`config.mk`:
```
export PLATFORM = sky130hd
export DESIGN_NAME = dual_fetch_queue
export DESIGN_NICKNAME = d
export VERILOG_FILES = /design/src/rtl/dual_fetch_queue.sv
export SDC_FILE = /design/constraint.sdc
export NUM_CORES = 1
export LEC_CHECK = 0
export CORE_MARGIN = 2
export CORE_UTILIZATION = 45
export DETAILED_ROUTE_END_ITERATION = 16
export PLACE_DENSITY = 0.76
export SLEW_MARGIN = 20
export SYNTH_ARGS = -nofsm -noshare
export SYNTH_HDL_FRONTEND = slang
export SYNTH_SLANG_ARGS = --single-unit
```
`constraint.sdc`:
```
create_clock -name clk -period 35.9 [get_ports clk]
set_input_delay 10.77 -clock clk [delete_from_list [all_inputs] [get_ports clk]]
set_output_delay 10.77 -clock clk [all_outputs]
set_load 0.05 [all_outputs]
```
`src/rtl/dual_fetch_queue.sv`:
```
// Dual-issue fetch front end: fetches two sequential words per cycle into a small
// circular instruction queue and presents the oldest two entries to decode.
module dual_fetch_queue #(
   parameter int          DEPTH    = 4,
   parameter logic [31:0] RESET_PC = 32'h0
) (
   input  logic                     clk,
   input  logic                     reset,
   output logic [31:0]              imem_addr,
   input  logic                     imem_ready,
   input  logic [31:0]              imem_rdata1,
   input  logic [31:0]              imem_rdata2,
   input  logic                     redirect,
   input  logic [31:0]              redirect_pc,
   input  logic [1:0]               consume,
   output logic [31:0]              pc_out,
   output logic [31:0]              instr1_out,
   output logic [31:0]              instr2_out,
   output logic                     valid1,
   output logic                     valid2,
   output logic [$clog2(DEPTH):0]   count
);

   localparam int PW = $clog2(DEPTH);
   localparam int CW = PW + 1;

   logic [31:0]   ent_pc    [DEPTH];
   logic [31:0]   ent_instr [DEPTH];
   logic [PW-1:0] head;
   logic [PW-1:0] tail;
   logic [PW-1:0] head_nxt1;
   logic [PW-1:0] tail_nxt1;
   logic [CW-1:0] cnt;
   logic [CW-1:0] pops;
   logic [31:0]   fetch_pc;
   logic          push;

   // Requests beyond the occupied count are clamped rather than flagged.
   always_comb begin
      pops = CW'(0);
      case (consume)
         2'd0:    pops = CW'(0);
         2'd1:    pops = CW'(1);
         default: pops = CW'(2);
      endcase
      if (pops > cnt) pops = cnt;
      push      = imem_ready && !redirect && (cnt <= CW'(DEPTH - 2));
      head_nxt1 = head + PW'(1);
      tail_nxt1 = tail + PW'(1);
   end

   always_comb begin
      imem_addr  = fetch_pc;
      count      = cnt;
      valid1     = (cnt != CW'(0));
      valid2     = (cnt >= CW'(2));
      pc_out     = valid1 ? ent_pc[head]         : 32'h0;
      instr1_out = valid1 ? ent_instr[head]      : 32'h0;
      instr2_out = valid2 ? ent_instr[head_nxt1] : 32'h0;
   end

   always_ff @(posedge clk or posedge reset) begin
      if (reset) begin
         for (int i = 0; i < DEPTH; i++) begin
            ent_pc[i]    <= 32'h0;
            ent_instr[i] <= 32'h0;
         end
         head     <= '0;
         tail     <= '0;
         cnt      <= '0;
         fetch_pc <= RESET_PC;
      end else if (redirect) begin
         // Stale entries are left in place; count=0 makes them invisible.
         head     <= '0;
         tail     <= '0;
         cnt      <= '0;
         fetch_pc <= {redirect_pc[31:2], 2'b00};
      end else begin
         if (push) begin
            ent_pc[tail]         <= fetch_pc;
            ent_instr[tail]      <= imem_rdata1;
            ent_pc[tail_nxt1]    <= fetch_pc + 32'd4;
            ent_instr[tail_nxt1] <= imem_rdata2;
            tail                 <= tail + PW'(2);
            fetch_pc             <= fetch_pc + 32'd8;
         end
         head <= head + pops[PW-1:0];
         cnt  <= cnt + (push ? CW'(2) : CW'(0)) - pops;
      end
   end

endmodule
```
==> reports/qor.yml, run 1 <==
timing:
  final_min_period_over_clock_period_pct: 41.2
  report.final.setup_viol: 0
  fin_worst_hold_slack_ns: 0.473
  slew_violations: 0
  report.final.hold_viol_count: 0
  least_margin_pin_slew_ns: 1.04
  rsz0062_at_grt: "no"
  fin_worst_skew_ns: 0.0166
  finalWorstPathRequiredPeriod_ns: 14.80
  clock.fmax_ghz: 0.0676
  setup_total_negative_slack_ns: 0
  slew_headroom_pct: 30.8
pwr:
  sequential_cell_fraction_of_total_power_pct: 32.2
  switching_power_uw: 792
  switching_share_pct: 43.0
  max-vdd-ir-drop_mv: 0.0522
  power_density_nw_per_um2: 100
  combinationalPowerShare_pct: 49.6
  internal_power_mw: 1.05
  power.share.clock_pct: 18.2
  power.leakage_nw: 8.19
global_routing:
  gr-total-overflow: 0
  antenna_found_initial: 1
  grt_use_total_pct: 22.6
  first_pass_grt_wire_length_um: 63500
  grt_max_degree: 141
  grt_pass1_vias: 11800
clock_tree:
  post_cts_resize_count: 0
  tritoncts: "yes"
  maximum_level_of_the_cts_h_tree: 2
  clkSlewWorstSetupHoldPaths_ns: 0.06
  clock_sinks: 286
  cts.repair_timing.setup_buffer_count: 0
  clkLatencyLatePin_ns: 0.50
  cts_hold_fix_bufs: 0
  root_buffer: "clkbuf_16"
  clock_path_buffers: 3
  numCtsBuffers: 34
placement:
  hpwl_after_dpl_um: 24400
  gp_routability_congestion: 0.796
  place_area_um2: 17200
  placement.io_buffers: 230
cells_and_area:
  n_fill_cell: 2776
  layout-area-overhead-vs-synth_pct: 22.6
  post-route-cell-area_um2: 18300
  drive_above_1_share_pct: 11.1
  layout.area.seq_um2: 7160
  multi_input_comb_area_um2: 7100
  finalNetCount: 1789
  final_core_utilization_pct: 56.2
worst_hold_path:
  hp-class: "reg -> reg"
  min_from: "ent_pc[120]$_DFFE_PP0P_"
yosys:
  adder_cell_share_of_the_synthesized_area_pct: 0.719
  post_synth_edffs: 0
  yosys_warnings: 0
  synth_async_sr_flop_share_pct: 100
  postSynthCellCount: 1522
  yosys.cell_types.count: 48
  synth_sequential_area_ratio_pct: 47.8
  yosys-top-cells-count: "668 x nand2_1, 286 x dfrtp_1, 94 x mux4_2, 68 x nor2b_1, 59 x o21ai_0"
  synth_area_per_cell_um2: 9.83
  synthMostInstantiatedCell: "nand2_1"
  ys_ff_latch: 286
  syn_area_um2: 15000
  synth_area_leader_cell: "dfrtp_1"
  top_flip_flop_cell_by_instance_count_after_synthesis: "dfrtp_1"
  synth_compound_area_share_pct: 3.19
  multiplexer_area_fraction_after_synthesis_pct: 15.0
  synth_largest_type_area_fraction_pct: 47.8
  synthXorXnorAreaFrac_pct: 3.57
  yosys-top-cells-area: "dfrtp_1 48%, nand2_1 17%, mux4_2 14%"
  largest_family_of_logic_cells_by_synthesized_area: "simple AND/OR/NAND/NOR gates"
  simple_gate_portion_of_the_synthesized_area_pct: 24.8
routing:
  drt.antenna.violating_nets: 0
  total_length_of_routed_wires_um: 39000
  viasPerCell: 5.39
  post-route-drc-count: 0
  via_count: 11600
  drt-initial-drc-count: 751
  detailed_routing_iterations_pass_1: 5
  drt-wirelength-per-cell_um: 18.2
floorplanning:
  placeableCoreArea_um2: 32600
  dieWidth_um: 186
  design.die.area_um2: 34700
  fp.dieH_um: 186
  io_pins: 235
  placement_rows: 66
  start_util_pct: 45.9
critical_path:
  crit_arrival_ns: 4.03
  critical_path.startpoint_type: "register"
  worst_ep_required_time_ns: 25.13
  worstPathMaxFanout: 36
  worst_setup_path_end_kind: "primary output"
  worst_setup_path_category: "reg -> out"
  crit_start: "count[1]$_DFF_PP0_"
  r2r_startpoint: "count[2]$_DFF_PP0_"
status:
  outcome: "finished clean"
run:
  max-cap-violations: 0
## state kept, by name (all words and copies together), names as in the netlist
signal and flops:
ent_instr 128, ent_pc 122, imem_addr 30, count 3, head 2, tail 1
## critical path, cell delays in order (launching register included)
cell and delay (ns):
dfrtp_1 0.50, or2_2 0.63, nor2_4 0.84, buf_4 0.59
a21oi_1 0.21, clkdlybuf4s50_1 0.75
## final cells by class
type / count / area share [%]
sequential: 286 / 39.1
multi-input combinational: 1109 / 38.7
timing repair buffer: 242 / 13.0
clock buffer: 50 / 5.47
tap: 442 / 3.02
clock inverter: 11 / 0.478
inverter: 6 / 0.164
antenna: 1 / 0.0136
## power groups by stage
stage	logic, mW	registers [mW]	clock network (mW)
2_1_floorplan	0.687	0.552	0
3_3_place_gp	0.901	0.585	0
3_5_place_dp	0.917	0.598	0
4_1_cts	0.921	0.593	0.344
5_1_grt	0.974	0.613	0.359
6_report	0.914	0.593	0.335
## path summary, 6_finish.rpt
check	slack [ns]	to	cells after the start
worst max-delay path	21.10	pc_out[0]	5
worst min-delay path	0.47	ent_pc[120]$_DFFE_PP0P_	2
worst max register to register	32.72	ent_instr[123]$_DFFE_PP0P_	7
worst min register to register	0.47	ent_pc[120]$_DFFE_PP0P_	2
max in group asynchronous	23.41	ent_instr[96]$_DFFE_PP0P_	3
min in group asynchronous	10.89	ent_instr[123]$_DFFE_PP0P_	2
## metrics by stage
| step | instances | total power [mW] | setup WS, ns |
|---|---|---|---|
| finish | 2147 | 1.84 | 21.10 |
| detailed placement | 2085 | 1.51 | 21.53 |
| global placement | 2085 | 1.49 | 21.56 |
| global route | 2147 | 1.95 | 20.95 |
| floorplan | 1523 | 1.24 | 17.24 |
| CTS | 2146 | 1.86 | 20.99 |
## layout by cell type (no fill, tap or decap), drive strengths merged, types with 3 or more instances in the layout
cell type,instances
nand4,18
inv,7
clkdlybuf4s50,229
nand3,20
xor2,40
clkbuf,50
nand3b,3
mux2,10
o21ai,79
nor2,11
xnor2,21
buf,13
dfrtp,286
ha,7
nor2b,68
nand2,669
nand2b,3
and2,36
nor4,4
a21oi,3
and4,5
clkinv,9
mux4,94
## layer usage
metal	wire, µm	global-route usage [%]	vias to the layer above
met5	0	0	-
met4	765	5.66	0
met3	2870	4.12	63
met2	18900	37.6	431
met1	16500	30.8	5782
li1	-	-	5298
## cell families (layout without fill, tap and decap cells)
kind of cell / count (synthesis) / in the layout
flip-flops: 286 / 286
AO/OA/AOI/OAI: 85 / 85
multiplexers: 106 / 106
other: 1 / 3
AND/OR/NAND/NOR: 847 / 847
buffers and inverters: 128 / 309
XOR/XNOR: 61 / 61
adder cells (fa/ha/maj): 8 / 8
Power figures use the tool's default switching activity.
==> inputs of run 2 (changes only) <==
Settings changed: PLACE_DENSITY 0.76 to 0.78.
Clock period 35.9 ns to 12 ns, I/O delays scaled along.
==> reports/qor.yml, run 2 (synthesized netlist as in run 1, its figures left out) <==
clock_tree:
  clkLatencyLatePin_ns: 0.50
  tritoncts: "yes"
  numCtsBuffers: 35
  cts.repair_timing.setup_buffer_count: 0
  clock_sinks: 286
  cts_hold_fix_bufs: 0
  root_buffer: "clkbuf_16"
  clkSlewWorstSetupHoldPaths_ns: 0.06
  maximum_level_of_the_cts_h_tree: 2
  clock_path_buffers: 3
  post_cts_resize_count: 0
pwr:
  power_consumption_mw: 5.57
  max-vdd-ir-drop_mv: 0.161
  power.leakage_nw: 8.22
  power_density_nw_per_um2: 303
routing:
  drt-initial-drc-count: 858
  post-route-drc-count: 0
  via_count: 11600
  viasPerCell: 5.39
  detailed_routing_iterations_pass_1: 5
  drt.antenna.violating_nets: 0
  drt-wirelength-per-cell_um: 18.0
  total_length_of_routed_wires_um: 38700
global_routing:
  grt_use_total_pct: 22.5
  antenna_found_initial: 1
  gr-total-overflow: 0
  first_pass_grt_wire_length_um: 63400
  grt_pass1_vias: 11900
  grt_max_degree: 139
timing:
  fin_worst_hold_slack_ns: 0.469
  slew_headroom_pct: 33.9
  report.final.setup_viol: 0
  finalWorstPathRequiredPeriod_ns: 7.61
  least_margin_pin_slew_ns: 0.992
  setup_total_negative_slack_ns: 0
  rsz0062_at_grt: "no"
  slew_violations: 0
  layout_setup_ws_ns: 4.39
  fin_worst_skew_ns: 0.0122
  clock.fmax_ghz: 0.131
  final_min_period_over_clock_period_pct: 63.4
  report.final.hold_viol_count: 0
cells_and_area:
  finalNetCount: 1791
  layout-area-overhead-vs-synth_pct: 23.1
  n_fill_cell: 2729
  max_flop_register: "ent_instr"
  final_core_utilization_pct: 56.4
  leading_cell_types_in_the_layout_fill_and_taps_excluded: "668 x nand2_1, 284 x dfrtp_1, 229 x clkdlybuf4s50_1, 94 x mux4_2, 68 x nor2b_1"
  finalNonFillerCells: 2147
  drive_above_1_share_pct: 11.0
  largest_register_ffs: 128
  post-route-cell-area_um2: 18400
  final_common_cell: "nand2_1"
floorplanning:
  placement_rows: 66
  placeableCoreArea_um2: 32600
  design.die.area_um2: 34700
  start_util_pct: 45.9
  io_pins: 235
  dieWidth_um: 186
  fp.dieH_um: 186
status:
  outcome: "finished clean"
worst_hold_path:
  hp-class: "reg -> reg"
placement:
  placement.io_buffers: 230
  place_area_um2: 17200
  gp_routability_congestion: 0.792
  dp_worst_setup_slack_ns: 4.85
  post-place-cells: 2086
  hpwl_after_dpl_um: 24300
critical_path:
  worst_setup_path_category: "reg -> out"
  worst_setup_path_end_kind: "primary output"
  crit_chain: "or2_2, nor2_4, buf_4, a21oi_1, clkdlybuf4s50_1"
  slowest_delay_ns: 0.87
  worstPathMaxFanout: 35
  worst_ep_required_time_ns: 8.40
  critPathTopFamily: "simple AND/OR/NAND/NOR gates"
  crit_path_top_delay_cell: "nor2_4"
  critical_path.startpoint_type: "register"
  crit_arrival_ns: 4.01
  critical_path_buf_inv_count: 2
run:
  max-cap-violations: 0
run 2: changes by cell type in the layout (fill, tap and decap cells not counted):
cell / before / now
buf_4: 11 / 12
bufinv_16: 1 / 4
clkbuf_1: 8 / 10
clkbuf_16: 35 / 37
clkbuf_8: 7 / 3
clkinv_2: 8 / 5
clkinv_4: 1 / 0
clkinvlp_4: 0 / 1
inv_6: 1 / 0
run 2: cell type report:
class                           instances  area (µm²)  area share, %
Timing Repair Buffer                  243        2400           13.0
Multi-Input combinational cell       1109        7100           38.6
Antenna cell                            1        2.50         0.0136
Inverter                                6        30.0          0.163
Clock buffer                           50        1000           5.46
Sequential cell                       286        7160           38.9
Clock inverter                         10         153          0.829
Tap cell                              442         553           3.00
run 2: final timing paths:
check                                        from                         to  slack [ns]  cells after the start
max                            count[1]$_DFF_PP0_                  pc_out[0]        4.39                      5
min                        ent_pc[61]$_DFFE_PP0P_     ent_pc[61]$_DFFE_PP0P_        0.47                      2
max reg2reg                    count[0]$_DFF_PP0_  ent_instr[94]$_DFFE_PP0P_        8.97                      5
min reg2reg                ent_pc[61]$_DFFE_PP0P_     ent_pc[61]$_DFFE_PP0P_        0.47                      2
max in group asynchronous                   reset   ent_instr[2]$_DFFE_PP0P_        6.85                      3
min in group asynchronous                   reset   imem_addr[3]$_DFFE_PP0N_        3.69                      2
run 2: where the power goes:
part | internal, mW | switching (mW)
Sequential | 1.40 | 0.359
Clock | 0.666 | 0.395
Combinational | 1.14 | 1.61
run 2: tightest hold or removal path, delay by kind of cell (launching register included):
family / cells / cell delay [ns]
AND/OR/NAND/NOR: 2 / 0.11
flip-flops: 1 / 0.33
run 2: metal layers:
layer | global-route usage [%] | part of all wire [%]
met5 | 0 | 0
met3 | 4.21 | 7.9
met2 | 37.6 | 48
met4 | 6.06 | 2.1
met1 | 30.3 | 42
==> inputs of run 3 (changes only) <==
Settings changed: PLACE_DENSITY 0.78 to 0.76.
Clock period 12 ns to 7.39 ns, I/O delays scaled along.
==> reports/qor.yml, run 3 (synthesized netlist as in run 1, its figures left out) <==
timing:
  slew_violations: 0
  report.final.hold_viol_count: 0
  setup_total_negative_slack_ns: 0
  rsz0062_at_grt: "no"
  slew_headroom_pct: 28.5
  least_margin_pin_slew_ns: 1.07
  finalWorstPathRequiredPeriod_ns: 5.78
  fin_worst_hold_slack_ns: 0.468
  clock.fmax_ghz: 0.173
  report.final.setup_viol: 0
  final_min_period_over_clock_period_pct: 78.2
  fin_worst_skew_ns: 0.0130
placement:
  gp_routability_congestion: 0.789
  hpwl_after_dpl_um: 24300
  place_area_um2: 17300
  placement.io_buffers: 230
pwr:
  switching_power_mw: 3.81
  internal_power_mw: 5.25
  switching_share_pct: 42.1
  combinationalPowerShare_pct: 49.0
  power_density_nw_per_um2: 490
  sequential_cell_fraction_of_total_power_pct: 31.8
  max-vdd-ir-drop_mv: 0.264
  power.leakage_nw: 8.25
  power.share.clock_pct: 19.2
  power_consumption_mw: 9.06
routing:
  drt-initial-drc-count: 817
  viasPerCell: 5.33
  met3_wirelength_um: 2530
  routed-wl-met2_um: 18400
  topRoutingLayerUsed: "met4"
  total_length_of_routed_wires_um: 38000
  drt.antenna.violating_nets: 0
  post-route-drc-count: 0
  detailed_routing_iterations_pass_1: 5
  drt-wirelength-per-cell_um: 17.7
  via_count: 11400
  route.layer.met1.wl_um: 16100
clock_tree:
  post_cts_resize_count: 0
  clkLatencyLatePin_ns: 0.50
  cts_hold_fix_bufs: 0
  clock_sinks: 286
  cts.repair_timing.setup_buffer_count: 0
  root_buffer: "clkbuf_16"
  tritoncts: "yes"
  clock_path_buffers: 3
  clkSlewWorstSetupHoldPaths_ns: 0.06
  maximum_level_of_the_cts_h_tree: 2
  numCtsBuffers: 34
worst_hold_path:
  min_from: "ent_pc[60]$_DFFE_PP0P_"
  endpoint_worst_hold: "ent_pc[60]$_DFFE_PP0P_"
  hp-class: "reg -> reg"
  worstHoldPathCells: 2
critical_path:
  crit_arrival_ns: 3.56
  worst_ep_required_time_ns: 5.17
  r2r_startpoint: "count[1]$_DFF_PP0_"
  worst_setup_path_category: "reg -> out"
  worstPathMaxFanout: 67
  rrSetupSlack_ns: 4.43
  critical_path.startpoint_type: "register"
  worst_r2r_path_depth: 10
  rr_endpoint: "count[2]$_DFF_PP0_"
  worst_setup_path_end_kind: "primary output"
status:
  outcome: "finished clean"
cells_and_area:
  leading_cell_types_in_the_layout_fill_and_taps_excluded: "668 x nand2_1, 284 x dfrtp_1, 229 x clkdlybuf4s50_1, 94 x mux4_2, 68 x nor2b_1"
  finalNetCount: 1793
  drive_above_1_share_pct: 11.3
  layout-area-overhead-vs-synth_pct: 23.6
  largest_register_ffs: 128
  final_common_cell: "nand2_1"
  post-route-cell-area_um2: 18500
  max_flop_register: "ent_instr"
floorplanning:
  start_util_pct: 45.9
  fp.dieH_um: 186
  placement_rows: 66
  placeableCoreArea_um2: 32600
  design.die.area_um2: 34700
  io_pins: 235
  dieWidth_um: 186
global_routing:
  first_pass_grt_wire_length_um: 62700
  grt_pass1_vias: 11700
  grt_max_degree: 161
  gr-total-overflow: 0
  grt_use_total_pct: 22.2
  antenna_found_initial: 1
run:
  max-cap-violations: 0
-- run 3: final cells by class --
| type | count | area [µm²] |
|---|---|---|
| Fill cell | 2708 | 14100 |
| Sequential cell | 286 | 7160 |
| Multi-Input combinational cell | 1109 | 7100 |
| Timing Repair Buffer | 246 | 2470 |
| Clock buffer | 46 | 987 |
| Tap cell | 442 | 553 |
| Clock inverter | 10 | 184 |
| Inverter | 6 | 26.3 |
| Antenna cell | 1 | 2.50 |
-- run 3: worst max path at each step --
stage          cells past startpoint         startpoint                  to
2_1_floorplan                      1              reset  count[0]$_DFF_PP0_
3_3_place_gp                       4  head[1]$_DFF_PP0_          pc_out[15]
3_5_place_dp                       4  head[1]$_DFF_PP0_          pc_out[18]
4_1_cts                            4  head[1]$_DFF_PP0_          pc_out[18]
5_1_grt                            4  head[1]$_DFF_PP0_          pc_out[15]
6_report                           4  head[1]$_DFF_PP0_          pc_out[18]
-- run 3: metal layers --
| metal | vias to the layer above | global-route usage [%] |
|---|---|---|
| met2 | 390 | 37.0 |
| met5 | - | 0 |
| met4 | 0 | 6.43 |
| met3 | 68 | 3.87 |
| met1 | 5672 | 30.0 |
| li1 | 5301 | - |
-- run 3: critical path, cell delays in order, from the launching register on --
cell	delay, ns
dfrtp_4	0.98
buf_4	0.59
mux4_2	0.30
nor2b_1	0.28
clkdlybuf4s50_1	0.86
-- run 3: stage by stage --
step	utilization (%)	std cells	setup WS, ns
6_report	56.7	2146	1.61
4_1_cts	56.7	2144	1.58
3_3_place_gp	53.1	2088	2.18
5_1_grt	56.7	2146	1.44
3_5_place_dp	53.1	2088	2.15
2_1_floorplan	-	1523	1.38
-- run 3: power by group through the flow --
| stage | Sequential (mW) | Combinational (mW) | Clock, mW |
|---|---|---|---|
| after global routing | 2.99 | 4.75 | 1.85 |
| final | 2.88 | 4.44 | 1.74 |
| after CTS | 2.88 | 4.48 | 1.78 |
| after detailed placement | 2.91 | 4.46 | 0 |
| after global placement | 2.85 | 4.38 | 0 |
| after floorplan | 2.68 | 3.34 | 0 |
